File: src/rtl/knn_stream_classifier.sv
// Streaming k-nearest-neighbour classifier: per-feature squared-distance pipeline,
// K-slot sorted neighbour list and a registered majority vote per query.
module knn_stream_classifier #(
  parameter int NUM_FEAT = 4,
  parameter int ATTR_W   = 8,
  parameter int K        = 5,
  parameter int LABEL_W  = 2,
  parameter int IDX_W    = 8,
  parameter int DIST_W   = 2*ATTR_W + $clog2(NUM_FEAT)
) (
  input  logic                       clk,
  input  logic                       rst,
  input  logic                       query_valid,
  output logic                       query_ready,
  input  logic [NUM_FEAT*ATTR_W-1:0] query_data,
  input  logic                       in_valid,
  output logic                       in_ready,
  input  logic [NUM_FEAT*ATTR_W-1:0] in_data,
  input  logic [LABEL_W-1:0]         in_label,
  input  logic [IDX_W-1:0]           in_index,
  input  logic                       in_last,
  output logic                       res_valid,
  input  logic                       res_ready,
  output logic [LABEL_W-1:0]         res,
  output logic [IDX_W-1:0]           res_nn_index,
  output logic [DIST_W-1:0]          res_nn_dist,
  output logic [$clog2(K+1)-1:0]     res_count
);
  localparam int VEC_W   = NUM_FEAT*ATTR_W;
  localparam int CNT_W   = $clog2(K+1);
  localparam int NUM_CLS = 1 << LABEL_W;

  typedef enum logic [2:0] {IDLE, STREAM, DRAIN, VOTE, DONE} state_t;
  state_t state;

  logic [VEC_W-1:0] q_data;
  logic q_hs, in_hs;

  assign q_hs  = query_valid & query_ready;
  assign in_hs = in_valid & in_ready;

  function automatic logic [DIST_W-1:0] sq_term(input logic [ATTR_W-1:0] a,
                                                input logic [ATTR_W-1:0] b);
    logic [ATTR_W-1:0]   d;
    logic [2*ATTR_W-1:0] dw;
    d  = (a > b) ? a - b : b - a;
    dw = {{ATTR_W{1'b0}}, d};
    return DIST_W'(dw * dw);
  endfunction

  // Distance pipeline: stage f adds the squared difference of attribute f.
  logic [NUM_FEAT-1:0] p_valid;
  logic [DIST_W-1:0]   p_dist  [NUM_FEAT];
  logic [LABEL_W-1:0]  p_label [NUM_FEAT];
  logic [IDX_W-1:0]    p_index [NUM_FEAT];
  logic [VEC_W-1:0]    p_data  [NUM_FEAT];

  logic [NUM_FEAT-1:0] i_valid;
  logic [DIST_W-1:0]   i_dist  [NUM_FEAT];
  logic [LABEL_W-1:0]  i_label [NUM_FEAT];
  logic [IDX_W-1:0]    i_index [NUM_FEAT];
  logic [VEC_W-1:0]    i_data  [NUM_FEAT];
  logic [DIST_W-1:0]   term    [NUM_FEAT];

  always_comb begin
    i_valid[0] = in_hs;
    i_dist[0]  = '0;
    i_label[0] = in_label;
    i_index[0] = in_index;
    i_data[0]  = in_data;
    for (int unsigned f = 1; f < NUM_FEAT; f++) begin
      i_valid[f] = p_valid[f-1];
      i_dist[f]  = p_dist[f-1];
      i_label[f] = p_label[f-1];
      i_index[f] = p_index[f-1];
      i_data[f]  = p_data[f-1];
    end
    for (int unsigned f = 0; f < NUM_FEAT; f++) begin
      term[f] = sq_term(i_data[f][(NUM_FEAT-1-f)*ATTR_W +: ATTR_W],
                        q_data[(NUM_FEAT-1-f)*ATTR_W +: ATTR_W]);
    end
  end

  always_ff @(posedge clk) begin
    if (!rst) begin
      p_valid <= '0;
      for (int unsigned f = 0; f < NUM_FEAT; f++) begin
        p_dist[f]  <= '0;
        p_label[f] <= '0;
        p_index[f] <= '0;
        p_data[f]  <= '0;
      end
    end else begin
      p_valid <= i_valid;
      for (int unsigned f = 0; f < NUM_FEAT; f++) begin
        p_dist[f]  <= i_dist[f] + term[f];
        p_label[f] <= i_label[f];
        p_index[f] <= i_index[f];
        p_data[f]  <= i_data[f];
      end
    end
  end

  // Sorted neighbour slots, slot 0 nearest.
  logic [K-1:0]       slot_valid;
  logic [DIST_W-1:0]  slot_dist  [K];
  logic [LABEL_W-1:0] slot_label [K];
  logic [IDX_W-1:0]   slot_index [K];

  logic               new_valid;
  logic [DIST_W-1:0]  new_dist;
  logic [LABEL_W-1:0] new_label;
  logic [IDX_W-1:0]   new_index;

  assign new_valid = p_valid[NUM_FEAT-1];
  assign new_dist  = p_dist[NUM_FEAT-1];
  assign new_label = p_label[NUM_FEAT-1];
  assign new_index = p_index[NUM_FEAT-1];

  // take[] is monotonic because slots are sorted and occupancy is contiguous,
  // so the first set bit is the insertion point and the rest shift down.
  logic [K-1:0]       take;
  logic [K:0]         take_ext;
  logic [K-1:0]       first;
  logic [K-1:0]       sh_valid;
  logic [DIST_W-1:0]  sh_dist  [K];
  logic [LABEL_W-1:0] sh_label [K];
  logic [IDX_W-1:0]   sh_index [K];

  always_comb begin
    for (int unsigned i = 0; i < K; i++) begin
      take[i] = !slot_valid[i] || (new_dist < slot_dist[i]);
    end
    take_ext = {take, 1'b0};
    first    = take & ~take_ext[K-1:0];
    sh_valid[0] = 1'b0;
    sh_dist[0]  = '0;
    sh_label[0] = '0;
    sh_index[0] = '0;
    for (int unsigned i = 1; i < K; i++) begin
      sh_valid[i] = slot_valid[i-1];
      sh_dist[i]  = slot_dist[i-1];
      sh_label[i] = slot_label[i-1];
      sh_index[i] = slot_index[i-1];
    end
  end

  always_ff @(posedge clk) begin
    if (!rst) begin
      slot_valid <= '0;
      for (int unsigned i = 0; i < K; i++) begin
        slot_dist[i]  <= '0;
        slot_label[i] <= '0;
        slot_index[i] <= '0;
      end
    end else if (q_hs) begin
      slot_valid <= '0;
    end else if (new_valid) begin
      for (int unsigned i = 0; i < K; i++) begin
        if (take[i]) begin
          slot_valid[i] <= first[i] ? 1'b1      : sh_valid[i];
          slot_dist[i]  <= first[i] ? new_dist  : sh_dist[i];
          slot_label[i] <= first[i] ? new_label : sh_label[i];
          slot_index[i] <= first[i] ? new_index : sh_index[i];
        end
      end
    end
  end

  // Scanning slots in order with a strict compare makes the tied class owning
  // the lowest slot win.
  logic [CNT_W-1:0]   cls_cnt [NUM_CLS];
  logic [CNT_W-1:0]   occ;
  logic [CNT_W-1:0]   best_cnt;
  logic [LABEL_W-1:0] best_lbl;

  always_comb begin
    occ = '0;
    for (int unsigned c = 0; c < NUM_CLS; c++) cls_cnt[c] = '0;
    for (int unsigned i = 0; i < K; i++) begin
      if (slot_valid[i]) begin
        cls_cnt[slot_label[i]] = cls_cnt[slot_label[i]] + CNT_W'(1);
        occ = occ + CNT_W'(1);
      end
    end
    best_cnt = '0;
    best_lbl = '0;
    for (int unsigned i = 0; i < K; i++) begin
      if (slot_valid[i] && (cls_cnt[slot_label[i]] > best_cnt)) begin
        best_cnt = cls_cnt[slot_label[i]];
        best_lbl = slot_label[i];
      end
    end
  end

  always_ff @(posedge clk) begin
    if (!rst) begin
      state        <= IDLE;
      query_ready  <= 1'b1;
      in_ready     <= 1'b0;
      res_valid    <= 1'b0;
      res          <= '0;
      res_nn_index <= '0;
      res_nn_dist  <= '0;
      res_count    <= '0;
      q_data       <= '0;
    end else begin
      case (state)
        IDLE: if (q_hs) begin
          q_data      <= query_data;
          query_ready <= 1'b0;
          in_ready    <= 1'b1;
          state       <= STREAM;
        end
        STREAM: if (in_hs && in_last) begin
          in_ready <= 1'b0;
          state    <= DRAIN;
        end
        DRAIN: if (p_valid == '0) state <= VOTE;
        VOTE: begin
          res          <= best_lbl;
          res_nn_index <= slot_index[0];
          res_nn_dist  <= slot_dist[0];
          res_count    <= occ;
          res_valid    <= 1'b1;
          state        <= DONE;
        end
        DONE: if (res_ready) begin
          res_valid   <= 1'b0;
          query_ready <= 1'b1;
          state       <= IDLE;
        end
        default: begin
          res_valid   <= 1'b0;
          in_ready    <= 1'b0;
          query_ready <= 1'b1;
          state       <= IDLE;
        end
      endcase
    end
  end

endmodule

File: config.mk
export PLATFORM = sky130hd
export DESIGN_NAME = knn_stream_classifier
export DESIGN_NICKNAME = d
export VERILOG_FILES = /design/src/rtl/knn_stream_classifier.sv
export SDC_FILE = /design/constraint.sdc
export NUM_CORES = 1
export LEC_CHECK = 0
export ABC_AREA = 1
export CAP_MARGIN = 20
export CELL_PAD_IN_SITES_DETAIL_PLACEMENT = 0
export CELL_PAD_IN_SITES_GLOBAL_PLACEMENT = 1
export CORE_MARGIN = 2
export CORE_UTILIZATION = 47
export DETAILED_ROUTE_END_ITERATION = 8
export PLACE_DENSITY_LB_ADDON = 0.2
export SYNTH_ARGS = -nofsm -noshare
export SYNTH_HDL_FRONTEND = slang
export SYNTH_SLANG_ARGS = --single-unit
File: constraint.sdc
create_clock -name clk -period 10.85 [get_ports clk]
set_input_delay 1.6275 -clock clk [delete_from_list [all_inputs] [get_ports clk]]
set_output_delay 1.6275 -clock clk [all_outputs]
set_load 0.005 [all_outputs]
* Word-level counts from Yosys, hierarchy flattened *
Memory sizes are Yosys's and may differ from the RTL's.
Index checks and enable logic that the tools add are counted.

word-level totals
  register bits = 78
  bits in latches = 0
  memory bits (writable) = 380
  bits in read-only memories = 0
  output and inout port bits = 34
  memories = 7

operators by class
  add/subtract/negate cells = 20
  $mul = 4
  divide/modulo/power cells = 0
  $lt $le $gt $ge = 24
  equal/unequal tests = 8
  shift operators = 0
  mux-type cells = 158
  bitwise gates (word level) = 45
  reduce and logical (&&, ||, !) cells = 37

memories
  memory       words  bits a word  rd ports  clocked after Yosys merged registers in  wr ports  RTL line  RTL
  p_data       4      32           3         0                                        4         56        logic [VEC_W-1:0] p_data [NUM_FEAT];
  slot_dist    5      18           5         0                                        5         106       logic [DIST_W-1:0] slot_dist [K];
  p_dist       4      18           4         0                                        4         53        logic [DIST_W-1:0] p_dist [NUM_FEAT];
  slot_index   5      8            4         0                                        5         108       logic [IDX_W-1:0] slot_index [K];
  p_index      4      8            4         0                                        4         55        logic [IDX_W-1:0] p_index [NUM_FEAT];
  slot_label   5      2            5         0                                        5         107       logic [LABEL_W-1:0] slot_label [K];
  +1 memories  --     --           --        --                                       --        --

operators by type and width
  cell                   count
  $mux W18               14
  $mux W8                18
  $mux W32               4
  $mux W3                37
  $lt A18 B18 Y1         5
  $mul A8 B8 Y16         4
  $sub A8 B8 Y8          8
  $bmux W3 S2            10
  $mux W12               5
  $add A18 B16 Y18       3
  $bwmux W12             4
  $mux W1                38
  $mux W2                19
  $gt A8 B8 Y1           4
  $or A1 B1 Y1           31
  $demux W3 S2           5
  $add A3 B1 Y3 const B  9
  $ge A3 B3 Y1 const B   5
  $lt A3 B1 Y1 const B   5
  $not A2 Y3             5
  $pmux W3 S5            1
  $reduce_and A2 Y1      7
  $and A12 B12 Y12       1
  $gt A3 B3 Y1           4
  19 further kinds       50

* Longest topological paths before layout *
Gate-level depths: netlist (run 1).
An unclocked memory read counts as a cell.

  depth in word-level cells = 50
  depth in mapped cells = 61

* Worst setup path before layout (run 1) *
Ideal clock, no wire load.

  kind = register to register
  from = mem slot_label[0][1]
  to = reg res[0]
  library setup time = 0.070 ns
  arrival = 7.699 ns
  setup slack = 3.081 ns
  stages on the path, launching flop included = 57
  path buffers = 0
  period minus slack after synthesis = 7.769 ns
  cells stage by stage = edfxtp_1 -> nor2_4 -> nand2_1 -> nand2_1 -> nand2_1 -> nor2_4 -> nand2_4 -> o2bb2ai_1 -> a221oi_1 -> ha_1 -> nor3_1 -> nor2_1 -> o2bb2ai_1 -> a221oi_1 -> ha_1 -> o21ai_0 -> inv_1 -> o22ai_1 -> [21 not listed] -> inv_2 -> nand2_4 -> nand2_4 -> nor2_2 -> a21oi_2 -> ha_1 -> nand2_1 -> o21ai_0 -> nand3_2 -> nand2_1 -> o21ai_0 -> ha_1 -> nand2_1 -> o21ai_0 -> nand3_1 -> o21ai_0 -> inv_1 -> a21oi_1

RTL lines
  element               RTL line  RTL
  from (decl)           107
  to (signal assigned)  221       res <= best_lbl;
  to (decl)             24        output logic [LABEL_W-1:0] res,

==> impl_summary.txt, run 1 <==
----------------------------------------------------
[Status]
  Outcome ... completed

[Critical path]
  Worst R2R Path Depth ... 56
  Worst reg2reg path startpoint ... slot_label[0][0]
  Critical path startpoint category ... register
  Worst r2r dst ... res[0]
  Data required, critical path ... 11.35 ns
  Critical Path AT ... 9.86 ns
  CP peak stage delay ... 0.54 ns
  Setup crit end kind ... register
  Largest fanout on the critical path ... 10
  Register-to-Register Setup Slack ... 1.49 ns
  Most Frequent Cell on Critical Path ... sky130_fd_sc_hd__nand2_1
  Cell with the biggest individual delay on the critical path ... sky130_fd_sc_hd__edfxtp_1
  Critical path start-end classification ... reg2reg

[Floorplan]
  Starting Density ... 47.3%
  Rows ... 86
  Area of the die ... 0.0570 mm2
  Die span in y ... 239 um
  Std-Cell Core Area ... 0.0548 mm2
  Number of top-level pins ... 114
  Die span in x ... 239 um

[Placed design]
  Dpl ws ... 1.73 ns
  Input/output buffers ... 113
  Estimated wirelength of the detail-placed design ... 48500 um
  Routability congestion estimate ... 0.873

[Timing]
  Slew at the pin with the worst max-slew slack ... 1.08 ns
  Final-report setup violation count ... 0
  Max-slew headroom ... 28.0%
  Setup slack after layout ... 1.49 ns
  Final-report hold violation count ... 0
  Max-slew violation total from the final report ... 0
  Crit path time final ... 9.36 ns
  Tcrit/Tclk final ... 86.3%
  Sum of negative setup slack ... 0 ns
  Worst clock skew on the final layout ... 0.0175 ns
  Timing-limited maximum frequency ... 107 MHz
  Hold Slack ... 0.404 ns
  Unrepaired setup endpoints after global routing ... no

[Global route]
  Met3 usage ... 2.61%
  Overflow after GRT ... 0
  Global-route wire length before repair ... 103000 um
  GRT Total Usage ... 22.3%
  Global routing usage on met1 ... 25.9%
  GRT Max-Usage Layer ... met2
  Initial antenna violation count ... 0
  Met2 usage ... 42.5%
  Via count of the first global-routing pass ... 21100
  Pin count of the biggest net entering global routing ... 87

[Synth]
  Synthesis warning total ... 0
  Mean instance size in the synthesized netlist ... 7.86 um2
  Post-Syn Instances ... 3293
  Dominant synthesized flop cell ... sky130_fd_sc_hd__dfxtp_1
  Async set or reset register ratio after synthesis ... 0%
  Combined area of all synthesized cells ... 0.0259 mm2
  Flip-flop and latch count after synthesis ... 343
  Fraction of the yosys area taken by sequential cells ... 30.7%
  Number of enable-type register cells in the synthesized netlist ... 108
  Number of distinct library cell variants in the gate-level netlist after synthesis ... 57

[Layout]
  Layout cell share with drive strength beyond 1 ... 5.09%
  Commonest cells after routing, fill and taps aside ... sky130_fd_sc_hd__inv_1 (731), sky130_fd_sc_hd__nand2_1 (582), sky130_fd_sc_hd__ha_1 (304)
  Post-route core utilization ... 53.4%
  Multi-input logic area ... 0.0149 mm2
  Ant. Diodes ... 0
  Fill count ... 5228
  Commonest non-fill, non-tap cell in the layout ... sky130_fd_sc_hd__inv_1
  Area taken by flip-flops and latches ... 0.00795 mm2
  Fin nets ... 3919
  Area delta synth->final ... 12.9%

[Clock network]
  Number of clock sinks seen by CTS ... 343
  Setup Fix Bufs, Post-CTS ... 0
  Clock-pin slew of the registers on the worst-case setup and hold paths ... 0.06 ns
  CTS Root Cell ... sky130_fd_sc_hd__clkbuf_16
  Clock latency at the later pin of the worst-skew pair ... 0.57 ns
  Number of buffers created by CTS ... 42
  Number of H-tree levels ... 2
  Maximum clock insertion buffer count ... 3
  Quantity of gates resized following cts ... 0
  Quantity of hold-fixing buffers added after cts ... 0
  CTS tree ... done

[Route]
  Violation count after the first detailed-routing iteration ... 1002
  Average detailed-routed wire length per instance ... 15.2 um
  DRC errors left ... 0
  Remaining number of nets flagged by the antenna check after routing ... 0
  Drt first pass iters ... 5
  Via count ... 20800
  Final Routed Wirelength ... 62800 um
  Post-detailed-route via-to-cell ratio ... 5.04

[Min path]
  Endpoint of the worst hold path ... p_index[3][3]
  Startpoint of the tightest hold check path ... p_index[2][3]
  Type of the worst min-delay path ... reg2reg
  Instance count along the most critical hold path ... 2

[Job]
  Max Cap Viol ... 0

----------------------------------------------------
==> area by class of cell <==
cell class,instances,area share [%]
multi-input cells,2123,50.8
clock buffers,60,4.24
repair buffers,128,4.26
flip-flops and latches,343,27.2
inverters,746,9.57
well taps,704,3.01
clock inverters,18,0.928
==> per-stage QoR <==
| step | std cells | area (um2) |
|---|---|---|
| 5_1_grt | 4122 | 29200 |
| 3_5_place_dp | 4044 | 27700 |
| 3_3_place_gp | 4044 | 27700 |
| 2_1_floorplan | 3295 | 25900 |
| 4_1_cts | 4122 | 29200 |
| 6_report | 4122 | 29200 |
==> kinds of logic (layout without fill, tap and decap cells) <==
kind of cell	after synthesis	in the layout	synth area share [%]
flip-flops	343	343	30.7
other	1	3	0.0145
multiplexers	6	6	0.232
buffers and inverters	829	952	12.1
XOR/XNOR	52	52	1.76
AND/OR/NAND/NOR	1032	1032	16.5
AO/OA/AOI/OAI	575	575	12.4
adder cells (fa/ha/maj)	455	455	26.4
==> state kept, by name, indices dropped and copies added (netlist names), 2 cells and up <==
signal        cells
q_data           32
slot_label       10
res_nn_dist      18
p_data           48
slot_valid        5
p_dist           69
p_label           8
res_count         3
p_index          32
slot_dist        90
state             3
res_nn_index      8
p_valid           4
res               2
slot_index        8
==> cell usage after synthesis (7+ instances only) <==
cell,number,area (um2)
sky130_fd_sc_hd__a211oi_1,8,60.1
sky130_fd_sc_hd__a21oi_1,205,1030
sky130_fd_sc_hd__a221oi_1,10,87.6
sky130_fd_sc_hd__clkbuf_1,78,293
sky130_fd_sc_hd__dfxtp_1,235,4700
sky130_fd_sc_hd__edfxtp_1,108,3240
sky130_fd_sc_hd__fa_1,151,3020
sky130_fd_sc_hd__ha_1,304,3800
sky130_fd_sc_hd__inv_1,731,2740
sky130_fd_sc_hd__inv_2,10,37.5
sky130_fd_sc_hd__nand2_1,585,2200
sky130_fd_sc_hd__nand2_2,16,100
sky130_fd_sc_hd__nand3_1,79,395
sky130_fd_sc_hd__nand3_2,9,90.1
sky130_fd_sc_hd__nand4_1,17,106
sky130_fd_sc_hd__nor2_1,272,1020
sky130_fd_sc_hd__nor2_2,9,56.3
sky130_fd_sc_hd__nor3_1,18,90.1
sky130_fd_sc_hd__o21a_1,14,105
sky130_fd_sc_hd__o21ai_0,259,1300
sky130_fd_sc_hd__o21ai_1,10,50.1
sky130_fd_sc_hd__o221ai_1,12,105
sky130_fd_sc_hd__o22ai_1,8,50.1
sky130_fd_sc_hd__or2_2,16,100
sky130_fd_sc_hd__xnor2_1,7,61.3
sky130_fd_sc_hd__xor2_1,45,394
==> metal layers <==
layer | vias to the layer above | wire, um
met5 | - | 0
met4 | 0 | 1820
met3 | 109 | 2190
met2 | 310 | 32800
met1 | 9803 | 26100
li1 | 10500 | -
==> worst max-delay path, delay by kind of cell, from the launching register on <==
| family | cells | cell delay (ns) |
|---|---|---|
| adder cells (fa/ha/maj) | 7 | 2.25 |
| AND/OR/NAND/NOR | 24 | 2.93 |
| flip-flops | 1 | 0.54 |
| buffers and inverters | 7 | 0.61 |
| AO/OA/AOI/OAI | 18 | 2.96 |
==> worst max path at each step <==
stage | start | to | slack [ns] | depth (start not counted)
after detailed placement | slot_label[0][0] | res[0] | 1.73 | 54
after global placement | slot_label[0][0] | res[0] | 2.09 | 56
after CTS | slot_label[0][0] | res[0] | 1.70 | 56
after global routing | slot_label[0][0] | res[1] | 0.68 | 56
final | slot_label[0][0] | res[0] | 1.49 | 56
after floorplan | slot_label[0][1] | res[0] | 3.08 | 56
Power of run 1 is not shown: default switching activity piles up to over one toggle a cycle in this logic, so the estimate is an artifact.
==> inputs of run 2 (changes only) <==
--- a/config.mk
+++ b/config.mk
@@ -7,10 +7,10 @@
 export LEC_CHECK = 0
 export ABC_AREA = 1
 export CAP_MARGIN = 20
-export CELL_PAD_IN_SITES_DETAIL_PLACEMENT = 0
-export CELL_PAD_IN_SITES_GLOBAL_PLACEMENT = 1
+export CELL_PAD_IN_SITES_DETAIL_PLACEMENT = 1
+export CELL_PAD_IN_SITES_GLOBAL_PLACEMENT = 2
 export CORE_MARGIN = 2
-export CORE_UTILIZATION = 47
+export CORE_UTILIZATION = 38
 export DETAILED_ROUTE_END_ITERATION = 8
 export PLACE_DENSITY_LB_ADDON = 0.2
 export SYNTH_ARGS = -nofsm -noshare
==> run 2 against run 1 <==
Net effect: worst hold slack better by 0.0065 ns; critical path type unchanged; count of clock-buffer cells in the layout up 8; critical endpoint unchanged; register-to-register slack about the same; non-clock buffer count down 3.
==> impl_summary.txt, run 2 (synthesis gave the netlist of run 1 again) <==
----------------------------------------------------
[Floorplan]
  Rows ... 95 (was 86)
  Starting Density ... 38.5% (was 47.3%)
  Std-Cell Core Area ... 0.0673 mm2 (was 0.0548 mm2)
  Area of the die ... 0.0703 mm2 (was 0.0570 mm2)
  Number of top-level pins ... 114 (unchanged)
  Die span in x ... 265 um (was 239 um)
  Die span in y ... 265 um (was 239 um)

[Route]
  DRC errors left ... 0 (unchanged)
  Final Routed Wirelength ... 70000 um (was 62800 um)
  Drt first pass iters ... 5 (unchanged)
  Remaining number of nets flagged by the antenna check after routing ... 0 (unchanged)
  Average detailed-routed wire length per instance ... 16.3 um (was 15.2 um)
  Post-detailed-route via-to-cell ratio ... 4.94 (was 5.04)
  Via count ... 21200 (was 20800)
  Violation count after the first detailed-routing iteration ... 641 (was 1002)

[Timing]
  Slew at the pin with the worst max-slew slack ... 1.05 ns (was 1.08 ns)
  Final-report hold violation count ... 0 (unchanged)
  Max-slew headroom ... 30.1% (was 28.0%)
  Final-report setup violation count ... 0 (unchanged)
  Timing-limited maximum frequency ... 107 MHz (about the same)
  Tcrit/Tclk final ... 86.2% (was 86.3%)
  Unrepaired setup endpoints after global routing ... no (unchanged)
  Worst clock skew on the final layout ... 0.0200 ns (was 0.0175 ns)
  Crit path time final ... 9.35 ns (was 9.36 ns)
  Max-slew violation total from the final report ... 0 (unchanged)
  Sum of negative setup slack ... 0 ns (unchanged)

[Clock network]
  Maximum clock insertion buffer count ... 3 (unchanged)
  Number of H-tree levels ... 2 (unchanged)
  Number of buffers created by CTS ... 44 (was 42)
  Quantity of gates resized following cts ... 0 (unchanged)
  Setup Fix Bufs, Post-CTS ... 0 (unchanged)
  CTS tree ... done (unchanged)
  Number of clock sinks seen by CTS ... 343 (unchanged)
  Quantity of hold-fixing buffers added after cts ... 0 (unchanged)
  Clock latency at the later pin of the worst-skew pair ... 0.59 ns (was 0.57 ns)
  CTS Root Cell ... sky130_fd_sc_hd__clkbuf_16 (unchanged)
  Clock-pin slew of the registers on the worst-case setup and hold paths ... 0.06 ns (about the same)

[Critical path]
  Largest fanout on the critical path ... 10 (unchanged)
  Most Frequent Cell on Critical Path ... sky130_fd_sc_hd__nand2_1 (unchanged)
  Cell with the biggest individual delay on the critical path ... sky130_fd_sc_hd__dfxtp_1 (was sky130_fd_sc_hd__edfxtp_1)
  Critical Path AT ... 9.86 ns (about the same)
  Data required, critical path ... 11.35 ns (about the same)
  CP peak stage delay ... 0.61 ns (was 0.54 ns)
  Setup crit end kind ... register (unchanged)
  Critical path startpoint category ... register (unchanged)
  Critical path start-end classification ... reg2reg (unchanged)

[Placed design]
  Input/output buffers ... 113 (unchanged)
  Routability congestion estimate ... 0.871 (was 0.873)
  Estimated wirelength of the detail-placed design ... 54800 um (was 48500 um)

[Layout]
  Flip-flop count of the largest register after layout ... 90 (unchanged)
  Ant. Diodes ... 0 (unchanged)
  Largest registers ... slot_dist: 90 flops, p_dist: 69 flops, p_data: 48 flops (unchanged)
  Area delta synth->final ... 13.6% (was 12.9%)
  Register containing the most flip-flops in the final layout ... slot_dist (unchanged)
  Fin nets ... 3918 (was 3919)
  Commonest non-fill, non-tap cell in the layout ... sky130_fd_sc_hd__inv_1 (unchanged)
  Commonest cells after routing, fill and taps aside ... sky130_fd_sc_hd__inv_1 (731), sky130_fd_sc_hd__nand2_1 (582), sky130_fd_sc_hd__ha_1 (304) (unchanged)
  Layout cell share with drive strength beyond 1 ... 4.89% (was 5.09%)

[Global route]
  Global-route wire length before repair ... 116000 um (was 103000 um)
  GRT Total Usage ... 20.2% (was 22.3%)
  Via count of the first global-routing pass ... 23300 (was 21100)
  Global routing usage on met1 ... 23.4% (was 25.9%)
  Overflow after GRT ... 0 (unchanged)
  Met3 usage ... 1.99% (was 2.61%)
  Met2 usage ... 39.3% (was 42.5%)
  Pin count of the biggest net entering global routing ... 88 (was 87)
  Initial antenna violation count ... 0 (unchanged)
  GRT Max-Usage Layer ... met2 (unchanged)

[Job]
  Max Cap Viol ... 0 (unchanged)

[Min path]
  Type of the worst min-delay path ... reg2reg (unchanged)

[Status]
  Outcome ... completed (unchanged)

----------------------------------------------------
-- run 2: stage by stage --
stage	instances	util, %	instance area, um2	worst slack [ns]	hold WS [ns]
finish	4290	43.7	29400	1.50	0.410
global route	4290	43.7	29400	0.463	0.433
CTS	4290	43.7	29400	1.48	0.414
detailed placement	4210	41.5	27900	1.55	0.400
global placement	4210	41.5	27900	2.12	0.396
floorplan	3295	-	25900	3.08	0.390
-- run 2: cell type report --
cell class | count | area (um2)
inverters | 746 | 2800
well taps | 873 | 1090
fillers | 8084 | 37900
multi-input cells | 2123 | 14900
flip-flops and latches | 343 | 7950
repair buffers | 125 | 1220
clock buffers | 68 | 1330
clock inverters | 12 | 145
-- run 2: worst max-delay path: cells and delay by family, from the launching register on --
| family | cells | cell delay (ns) |
|---|---|---|
| compound gates | 19 | 2.95 |
| simple gates | 23 | 2.87 |
| buf+inv | 6 | 0.55 |
| flops | 1 | 0.61 |
| fa+ha+maj | 7 | 2.28 |
-- run 2: per-layer routing --
layer	vias up	part of all wire, %	wire length (um)
li1	10500	-	-
met1	10400	42	29500
met2	194	54	37500
met3	86	2.0	1400
met4	0	2.3	1630
met5	-	0	0
-- run 2: path summary, 6_finish.rpt --
path	start	to	slack, ns	depth (start not counted)
max	slot_valid[0]	res[0]	1.50	55
min	p_data[0][34]	p_data[0][66]	0.41	2
max reg2reg	slot_valid[0]	res[0]	1.50	55
min reg2reg	p_data[0][34]	p_data[0][66]	0.41	2
Power of run 2 is left out for the same reason.
